`config.mk`:
```
export PLATFORM = sky130hd
export DESIGN_NAME = mem_port_arbiter
export DESIGN_NICKNAME = d
export VERILOG_FILES = /design/src/rtl/mem_arb_pkg.sv /design/src/rtl/arb_pick.sv /design/src/rtl/mem_port_arbiter.sv
export SDC_FILE = /design/constraint.sdc
export NUM_CORES = 1
export LEC_CHECK = 0
export ABC_AREA = 1
export BUFFER_PORTS_ARGS = -buffer_cell sky130_fd_sc_hd__buf_2
export CAP_MARGIN = 20
export CELL_PAD_IN_SITES_DETAIL_PLACEMENT = 0
export CELL_PAD_IN_SITES_GLOBAL_PLACEMENT = 2
export CORE_MARGIN = 5
export CORE_UTILIZATION = 23
export DETAILED_ROUTE_END_ITERATION = 6
export PLACE_DENSITY = 0.95
export SLEW_MARGIN = 0
export SYNTH_ARGS = -nofsm -noshare
export SYNTH_HDL_FRONTEND = slang
export SYNTH_HIERARCHICAL = 1
export SYNTH_SLANG_ARGS = --single-unit
```
`constraint.sdc`:
```
create_clock -name clk -period 12.7 [get_ports clk]
set_clock_uncertainty 0.1 [all_clocks]
set_input_delay 2.54 -clock clk [delete_from_list [all_inputs] [get_ports clk]]
set_output_delay 2.54 -clock clk [all_outputs]
set_load 0.02 [all_outputs]
```
`src/rtl/mem_arb_pkg.sv`:
```
// rtl/mem_arb_pkg.sv - shared types and helpers for the unified-memory port arbiter
// Purpose: owner encoding of the outstanding access, data word width, and the
//          misaligned-address check used on the load/store side.
package mem_arb_pkg;

    typedef enum logic [1:0] {
        OWN_NONE = 2'd0,
        OWN_I    = 2'd1,
        OWN_D    = 2'd2
    } owner_t;

    localparam int ARB_WORD = 32;

    // A data access is only legal on a word boundary.
    function automatic logic is_misaligned(input logic [ARB_WORD-1:0] addr);
        return addr[1:0] != 2'b00;
    endfunction

endpackage

```
`src/rtl/arb_pick.sv`:
```
// rtl/arb_pick.sv - combinational winner select between fetch and load/store
// Purpose: grants at most one eligible requester per cycle.
// Ports:   i_elig/d_elig - requester may issue this cycle
//          i_first       - fetch side wins a contended cycle (priority/starve state)
//          grant_i/grant_d - one-hot (or zero) grant
module arb_pick (
    input  logic i_elig,
    input  logic d_elig,
    input  logic i_first,
    output logic grant_i,
    output logic grant_d
);

    assign grant_i = i_elig & (~d_elig | i_first);
    assign grant_d = d_elig & (~i_elig | ~i_first);

endmodule

```
`src/rtl/mem_port_arbiter.sv`:
```
// rtl/mem_port_arbiter.sv - shares one synchronous single-port memory between fetch and load/store
// Purpose: issues one access per cycle, returns data one cycle later with an ack
//          pulse, and rejects misaligned load/store accesses without touching memory.
// Config:  ARB_ROUND_ROBIN_EN defined   -> contended cycles alternate winners
//          ARB_ROUND_ROBIN_EN undefined -> load/store wins, fetch forced after STARVE_MAX losses
// Ports:   clk, reset (async, active-high)
//          i_req/i_addr -> i_ack/i_rdata                  fetch side (read-only)
//          d_req/d_we/d_addr/d_wdata -> d_ack/d_rdata/d_err  load/store side
//          mem_en/mem_we/mem_addr/mem_wdata, mem_rdata    memory macro side
module mem_port_arbiter
    import mem_arb_pkg::*;
#(
    parameter int AW         = 6,
    parameter int STARVE_MAX = 4
) (
    input  logic                clk,
    input  logic                reset,
    input  logic                i_req,
    input  logic [ARB_WORD-1:0] i_addr,
    output logic                i_ack,
    output logic [ARB_WORD-1:0] i_rdata,
    input  logic                d_req,
    input  logic                d_we,
    input  logic [ARB_WORD-1:0] d_addr,
    input  logic [ARB_WORD-1:0] d_wdata,
    output logic                d_ack,
    output logic [ARB_WORD-1:0] d_rdata,
    output logic                d_err,
    output logic                mem_en,
    output logic                mem_we,
    output logic [AW-1:0]       mem_addr,
    output logic [ARB_WORD-1:0] mem_wdata,
    input  logic [ARB_WORD-1:0] mem_rdata
);

    owner_t              owner_q, owner_d;
    logic                d_write_q, d_write_d;
    logic                d_err_q, d_err_d;
    logic [ARB_WORD-1:0] i_rdata_q, i_rdata_d;
    logic [ARB_WORD-1:0] d_rdata_q, d_rdata_d;
    logic [ARB_WORD-1:0] d_resp_data;
    logic                i_elig, d_elig, i_first;
    logic                grant_i, grant_d;
    logic                d_mis, d_mem;
    logic                unused_addr_bits;

    assign unused_addr_bits = ^{i_addr[ARB_WORD-1:AW+2], i_addr[1:0], d_addr[ARB_WORD-1:AW+2]};

    assign i_ack = (owner_q == OWN_I);
    assign d_ack = (owner_q == OWN_D);
    assign d_err = d_err_q;

    // A requester being acked still shows req from the finished access, so it
    // sits out this cycle; the other side can use the slot.
    assign i_elig = i_req & ~i_ack & ~reset;
    assign d_elig = d_req & ~d_ack & ~reset;
    assign d_mis  = is_misaligned(d_addr);
    // A misaligned grant burns the slot but never reaches the memory.
    assign d_mem  = grant_d & ~d_mis;

`ifdef ARB_ROUND_ROBIN_EN
    owner_t last_winner_q, last_winner_d;
    assign i_first = (last_winner_q == OWN_D);
`else
    localparam int            SW         = $clog2(STARVE_MAX + 1);
    localparam logic [SW-1:0] STARVE_LIM = SW'(STARVE_MAX);
    logic [SW-1:0] starve_cnt_q, starve_cnt_d;
    assign i_first = (starve_cnt_q == STARVE_LIM);
`endif

    arb_pick u_pick (
        .i_elig  (i_elig),
        .d_elig  (d_elig),
        .i_first (i_first),
        .grant_i (grant_i),
        .grant_d (grant_d)
    );

    always_comb begin
        owner_d = OWN_NONE;
        if (grant_i) begin
            owner_d = OWN_I;
        end else if (grant_d) begin
            owner_d = OWN_D;
        end
        d_write_d = grant_d & d_we;
        d_err_d   = grant_d & d_mis;

        mem_en    = (grant_i | d_mem) & ~reset;
        mem_we    = d_mem & d_we & ~reset;
        mem_addr  = '0;
        mem_wdata = '0;
        if (grant_i) begin
            mem_addr = i_addr[AW+1:2];
        end else if (d_mem) begin
            mem_addr = d_addr[AW+1:2];
            if (d_we) begin
                mem_wdata = d_wdata;
            end
        end

        // Stores and rejected accesses return zero; read data is live from the
        // memory during the ack cycle and held afterwards.
        d_resp_data = (d_write_q | d_err_q) ? '0 : mem_rdata;
        i_rdata_d   = i_ack ? mem_rdata : i_rdata_q;
        d_rdata_d   = d_ack ? d_resp_data : d_rdata_q;

`ifdef ARB_ROUND_ROBIN_EN
        last_winner_d = last_winner_q;
        if (i_elig & d_elig) begin
            last_winner_d = grant_i ? OWN_I : OWN_D;
        end
`else
        starve_cnt_d = starve_cnt_q;
        if (grant_i) begin
            starve_cnt_d = '0;
        end else if (i_elig && starve_cnt_q != STARVE_LIM) begin
            starve_cnt_d = starve_cnt_q + 1'b1;
        end
`endif
    end

    assign i_rdata = i_rdata_d;
    assign d_rdata = d_rdata_d;

    always_ff @(posedge clk or posedge reset) begin
        if (reset) begin
            owner_q       <= OWN_NONE;
            d_write_q     <= 1'b0;
            d_err_q       <= 1'b0;
            i_rdata_q     <= '0;
            d_rdata_q     <= '0;
`ifdef ARB_ROUND_ROBIN_EN
            last_winner_q <= OWN_I;
`else
            starve_cnt_q  <= '0;
`endif
        end else begin
            owner_q       <= owner_d;
            d_write_q     <= d_write_d;
            d_err_q       <= d_err_d;
            i_rdata_q     <= i_rdata_d;
            d_rdata_q     <= d_rdata_d;
`ifdef ARB_ROUND_ROBIN_EN
            last_winner_q <= last_winner_d;
`else
            starve_cnt_q  <= starve_cnt_d;
`endif
        end
    end

endmodule
```
# ---- Word-level counts from Yosys, hierarchy flattened
# Index checks and enable logic that the tools add are counted.
dict set report totals {
  reg_bits 71
}
dict set report classes {
  reduce_logical 3
  bitwise 23
  addsub 1
  mux 12
  eq_ne 4
}
# op count
set op_table {}
lappend op_table {{two-way mux 32 bit} 6}
lappend op_table {{AND 1 bit} 12}
lappend op_table {{two-way mux 6 bit} 2}
lappend op_table {{NOT 1 bit} 7}
lappend op_table {{two-way mux 3 bit} 2}
lappend op_table {{two-way mux 2 bit} 2}
lappend op_table {{OR 1 bit} 4}
lappend op_table {{nonzero test 2 bit} 2}
lappend op_table {{adder 3 x 1 -> 3 bit, second input constant} 1}
lappend op_table {{equality test 3 bit, second input constant} 1}
lappend op_table {{inequality test 3 bit, second input constant} 1}
lappend op_table {{equality test 2 x 1 -> 1 bit, second input constant} 1}
lappend op_table {{equality test 2 bit, second input constant} 1}
lappend op_table {{logical AND 1 bit} 1}

# ---- Logic depth before layout (Yosys ltp)
dict set report depth {
  depth_word 10
  depth_mapped 11
  mapped_depth_nobuf 10
}

# ---- Modules after synthesis
# Netlist, hierarchy kept.
# mod seq_area_each_um2 instances area_per_inst_um2 cells_per_inst
set by_module_without_submodules {}
lappend by_module_without_submodules {mem_port_arbiter 1776.7 1 3425.8 384}
lappend by_module_without_submodules {arb_pick 0.0 1 27.5 4}

# ---- Worst setup path after synthesis
# No wires, ideal clock.
dict set report synth_timing {
  path_kind {input -> output}
  start {input port reset}
  end {output port mem_wdata[10]}
  setup_slack_ps 4799
  t_arrival_ps 5261
  n_path_buf 1
  required_ps 10060
  cell_stages 9
  path_cell_list {inv_1 nand2_1 nor2_1 a21boi_2 nand2_1 inv_1 nand2_4 buf_6 nor2_1}
}
dict set report synth_via {
  word_cells_on_any_way 12
}
# element line
set synth_rtl {}
lappend synth_rtl {{start: declaration} mem_port_arbiter.sv:17} ;# input logic reset,
lappend synth_rtl {{NOT 1 bit} mem_port_arbiter.sv:56} ;# assign d_elig = d_req & ~d_ack & ~reset;
lappend synth_rtl {{AND 1 bit} mem_port_arbiter.sv:56}
lappend synth_rtl {{named net d_elig} mem_port_arbiter.sv:42} ;# logic i_elig, d_elig, i_first;
lappend synth_rtl {{AND 1 bit} arb_pick.sv:15} ;# assign grant_d = d_elig & (~i_elig | ~i_first);
lappend synth_rtl {{named net grant_d} mem_port_arbiter.sv:43} ;# logic grant_i, grant_d;
lappend synth_rtl {{AND 1 bit} mem_port_arbiter.sv:59} ;# assign d_mem = grant_d & ~d_mis;
lappend synth_rtl {{two-way mux 32 bit} mem_port_arbiter.sv:95} ;# end else if (d_mem) begin
lappend synth_rtl {{two-way mux 32 bit} mem_port_arbiter.sv:93} ;# if (grant_i) begin
lappend synth_rtl {{end: declaration} mem_port_arbiter.sv:32} ;# output logic [ARB_WORD-1:0] mem_wdata,
# The timed path passes the listed nets, and every way through them passes these cells.

# ---- Worst setup path in the final report
dict set report layout_timing {
  start {input port reset}
  end {output port mem_wdata[31]}
}
dict set report layout_via {
  word_cells_on_any_way 12
}
# element line
set layout_rtl {}
lappend layout_rtl {{NOT 1 bit} mem_port_arbiter.sv:55} ;# assign i_elig = i_req & ~i_ack & ~reset;
lappend layout_rtl {{AND 1 bit} mem_port_arbiter.sv:55}
lappend layout_rtl {{named net i_elig} mem_port_arbiter.sv:42}
lappend layout_rtl {{AND 1 bit} arb_pick.sv:14} ;# assign grant_i = i_elig & (~d_elig | i_first);
lappend layout_rtl {{named net grant_i} mem_port_arbiter.sv:43}
lappend layout_rtl {{two-way mux 32 bit} mem_port_arbiter.sv:93}
# The timed path passes the listed nets, and every way through them passes these cells.

==> summary.txt <==
Critical Path Slowest Stage Cell = sky130_fd_sc_hd__inv_1
DP Cell Count = 744
Worst Max-Slew Pin Slew = 0.918 ns
Total power per unit cell area = 173 nW/um2
Reg2Reg Launch Point = owner_q[1]
Standby leakage power = 2.77 nW
Signed area change from the synthesized netlist to the final layout = 39.9%
Final Hold Slack = 0.373 ns
Share of post-route cells with drive strength above 1 = 47.5%
Data required time of the critical path = 10.06 ns
Worst-path fanout max = 22
Number of register bits inferred by synthesis = 71
Diode count = 0
DR vias/cell = 4.20
Number of library cell types mapped by synthesis = 21
Slack of the worst reg-to-reg path = 9.77 ns
Count of antenna-violating nets left after detailed routing = 0
CTS tree = built
Cell count after synthesis = 388
Total Routed Length = 10400 um
Min cycle time layout = 7.42 ns
Class of the tightest hold or removal check = reg2reg
Via count of the first global-routing pass = 3399
Number of synthesized flops with an enable pin = 0
GRT overflow = 0
Largest net degree at the start of global routing = 72
CP endpoint kind = output port
Worst-case vdd ir drop = 0.0581 mV
Synthesized area = 3450 um2
Post-route clock period utilization = 58.4%
Remaining DRCs = 0
Data arrival time of the critical path = 4.78 ns
Clock edge transition at the registers on the reported setup and hold paths = 0.05 ns
Source-to-sink clock delay at the later pin of the worst-skew pair = 0.33 ns
Max-Slew Margin vs Limit = 38.8%
Height of the die = 133 um
Post-DR wirelength/cell = 13.7 um
Worst Hold Endpoint = i_rdata_q[26]
Sum of routed wire segments on met1 = 4250 um
Share of Yosys cell area claimed by the top area cell type = 51.4%
Element type at the critical path start = input pin
Maximum clock rate = 135 MHz
Sum of negative setup slack = 0 ns
Post-route insts no fill = 761
Vias after detailed routing = 3195
RSZ-0062 raised after global routing = false
Primary FF master, synth = sky130_fd_sc_hd__dfrtp_1
FF-to-FF End = starve_cnt_q[1]
Hold-fix buffers, CTS = 0
Final setup fails = 0
Number of clock buffers inserted by TritonCTS = 9
Cell row count = 44
Fraction of synthesis flops using an asynchronous set or reset pin = 100%
Clock root cell = sky130_fd_sc_hd__clkbuf_16
Synth Warn # = 6
Width of the die = 133 um
Routed length on met2 = 5210 um
Initial antenna violation count = 0
Total Die Area = 17600 um2
Register-to-Register Path Depth = 11
Number of detailed-routing iterations run before antenna repair = 4
Most used standard cells in the synthesized netlist = 73 x sky130_fd_sc_hd__nand2_1, 71 x sky130_fd_sc_hd__dfrtp_1, 63 x sky130_fd_sc_hd__inv_1
Worst Setup Path Type = in2out
Sequential fraction of the synthesis area = 51.4%
I/O Buffers = 189
Number of design-rule violations left by the first detailed-router iteration = 127
Wire length of the first global-routing pass = 16900 um
Last weighted congestion value of the routability-driven placer = 0.849
Core Area = 14600 um2
Number of setup buffers added after CTS = 0
Worst Hold Depth = 2
Post-synthesis cell type with the largest combined area = sky130_fd_sc_hd__dfrtp_1
Max Slew Vio Count = 0
Syn_nets = 523
Length of routed met3 wiring = 763 um
Final hold violation count = 0
Max Buffers Root-to-Sink = 2
Status = finished clean
Post-DP HPWL = 7850 um
Total routing usage reported by global routing = 12.0%
Synth area leaders = sky130_fd_sc_hd__dfrtp_1 51%, sky130_fd_sc_hd__o21ai_2 11%, sky130_fd_sc_hd__nand2_1 7.9%
Count of nets after finishing = 707
Average instance area after synthesis = 8.90 um2
Cell with the most instances after synthesis = sky130_fd_sc_hd__nand2_1
Cell Chain, Critical Path = buf_2, nor3_1, inv_1, a21oi_2, inv_1, nand3_4, nor2_1, buf_2
Count of instances resized after the clock tree is built = 0
Starting density of the core = 23.6%
Top metal layer carrying routed signals = met4
Delay contributed by the slowest stage of the critical path = 0.52 ns
Hold path startpoint = i_rdata_q[26]
Clock tree sinks = 71
Ports placed on the boundary = 240
Total chip power = 0.000838 W
Number of max-capacitance violations reported = 0
Number of H-tree levels = 3
==> metal layers <==
metal  global-route usage, %  vias up
li1                        -     1585
met1                    13.5     1458
met2                    21.3      139
met3                    3.83       13
met4                    4.62        0
met5                       0        -
==> state kept, by name, indices dropped and copies added (netlist names) <==
name	cells
owner_q	2
d_rdata_q	32
d_write_q	1
i_rdata_q	32
starve_cnt_q	3
d_err	1
==> critical path: cells and delay by family <==
| kind | cells | cell delay (ns) |
|---|---|---|
| buffers and inverters | 4 | 0.91 |
| AOI/OAI and AO/OA | 1 | 0.50 |
| and+or+nand+nor | 3 | 0.82 |
==> cells by family (layout without fill, tap and decap cells) <==
family / Yosys count / after routing / share of synthesized area [%]
buf+inv: 84 / 273 / 11.4
simple gates: 132 / 132 / 17.2
compound gates: 99 / 99 / 19.2
fa+ha+maj: 2 / 2 / 0.725
flops: 71 / 71 / 51.4
==> worst max-delay path by stage <==
stage / slack [ns] / from / to
detailed placement: 5.14 / reset / mem_wdata[31]
finish: 5.28 / reset / mem_wdata[31]
global route: 5.04 / reset / mem_wdata[31]
floorplan: 4.80 / reset / mem_wdata[10]
CTS: 5.15 / reset / mem_wdata[31]
global placement: 5.28 / reset / mem_wdata[31]
==> layout by cell type, fill, tap and decap left out, drive strengths merged <==
cell | synthesis | final
clkinvlp | 0 | 3
nand3 | 11 | 11
clkbuf | 7 | 10
ha | 2 | 2
clkinv | 0 | 2
a21boi | 1 | 1
buf | 14 | 194
a21oi | 2 | 2
nor3 | 1 | 1
nand2 | 77 | 77
o21ai | 96 | 96
nor2 | 43 | 43
inv | 63 | 64
dfrtp | 71 | 71
==> power breakdown <==
part           switching, W  leakage, nW  total [W]  internal (W)
sequential        0.0000195        0.888   0.000307      0.000287
combinational      0.000199         1.75   0.000297     0.0000977
clock             0.0000965        0.131   0.000234      0.000138
total              0.000315         2.77   0.000838      0.000523
==> per-stage QoR <==
stage | utilization [%] | setup WS (ns) | area, um2
finish | 33.0 | 5.28 | 4830
global route | 33.0 | 5.04 | 4830
CTS | 32.9 | 5.15 | 4810
detailed placement | 30.9 | 5.14 | 4530
global placement | 30.6 | 5.28 | 4490
floorplan | - | 4.80 | 3450
==> layout make-up <==
| cell class | count | area (um2) |
|---|---|---|
| Fill cell | 1566 | 9810 |
| Sequential cell | 71 | 1780 |
| Multi-Input combinational cell | 233 | 1280 |
| Timing Repair Buffer | 194 | 1020 |
| Clock buffer | 10 | 239 |
| Inverter | 63 | 236 |
| Tap cell | 184 | 230 |
| Clock inverter | 6 | 45.0 |
Note: power is estimated with default switching activity, not from simulation.
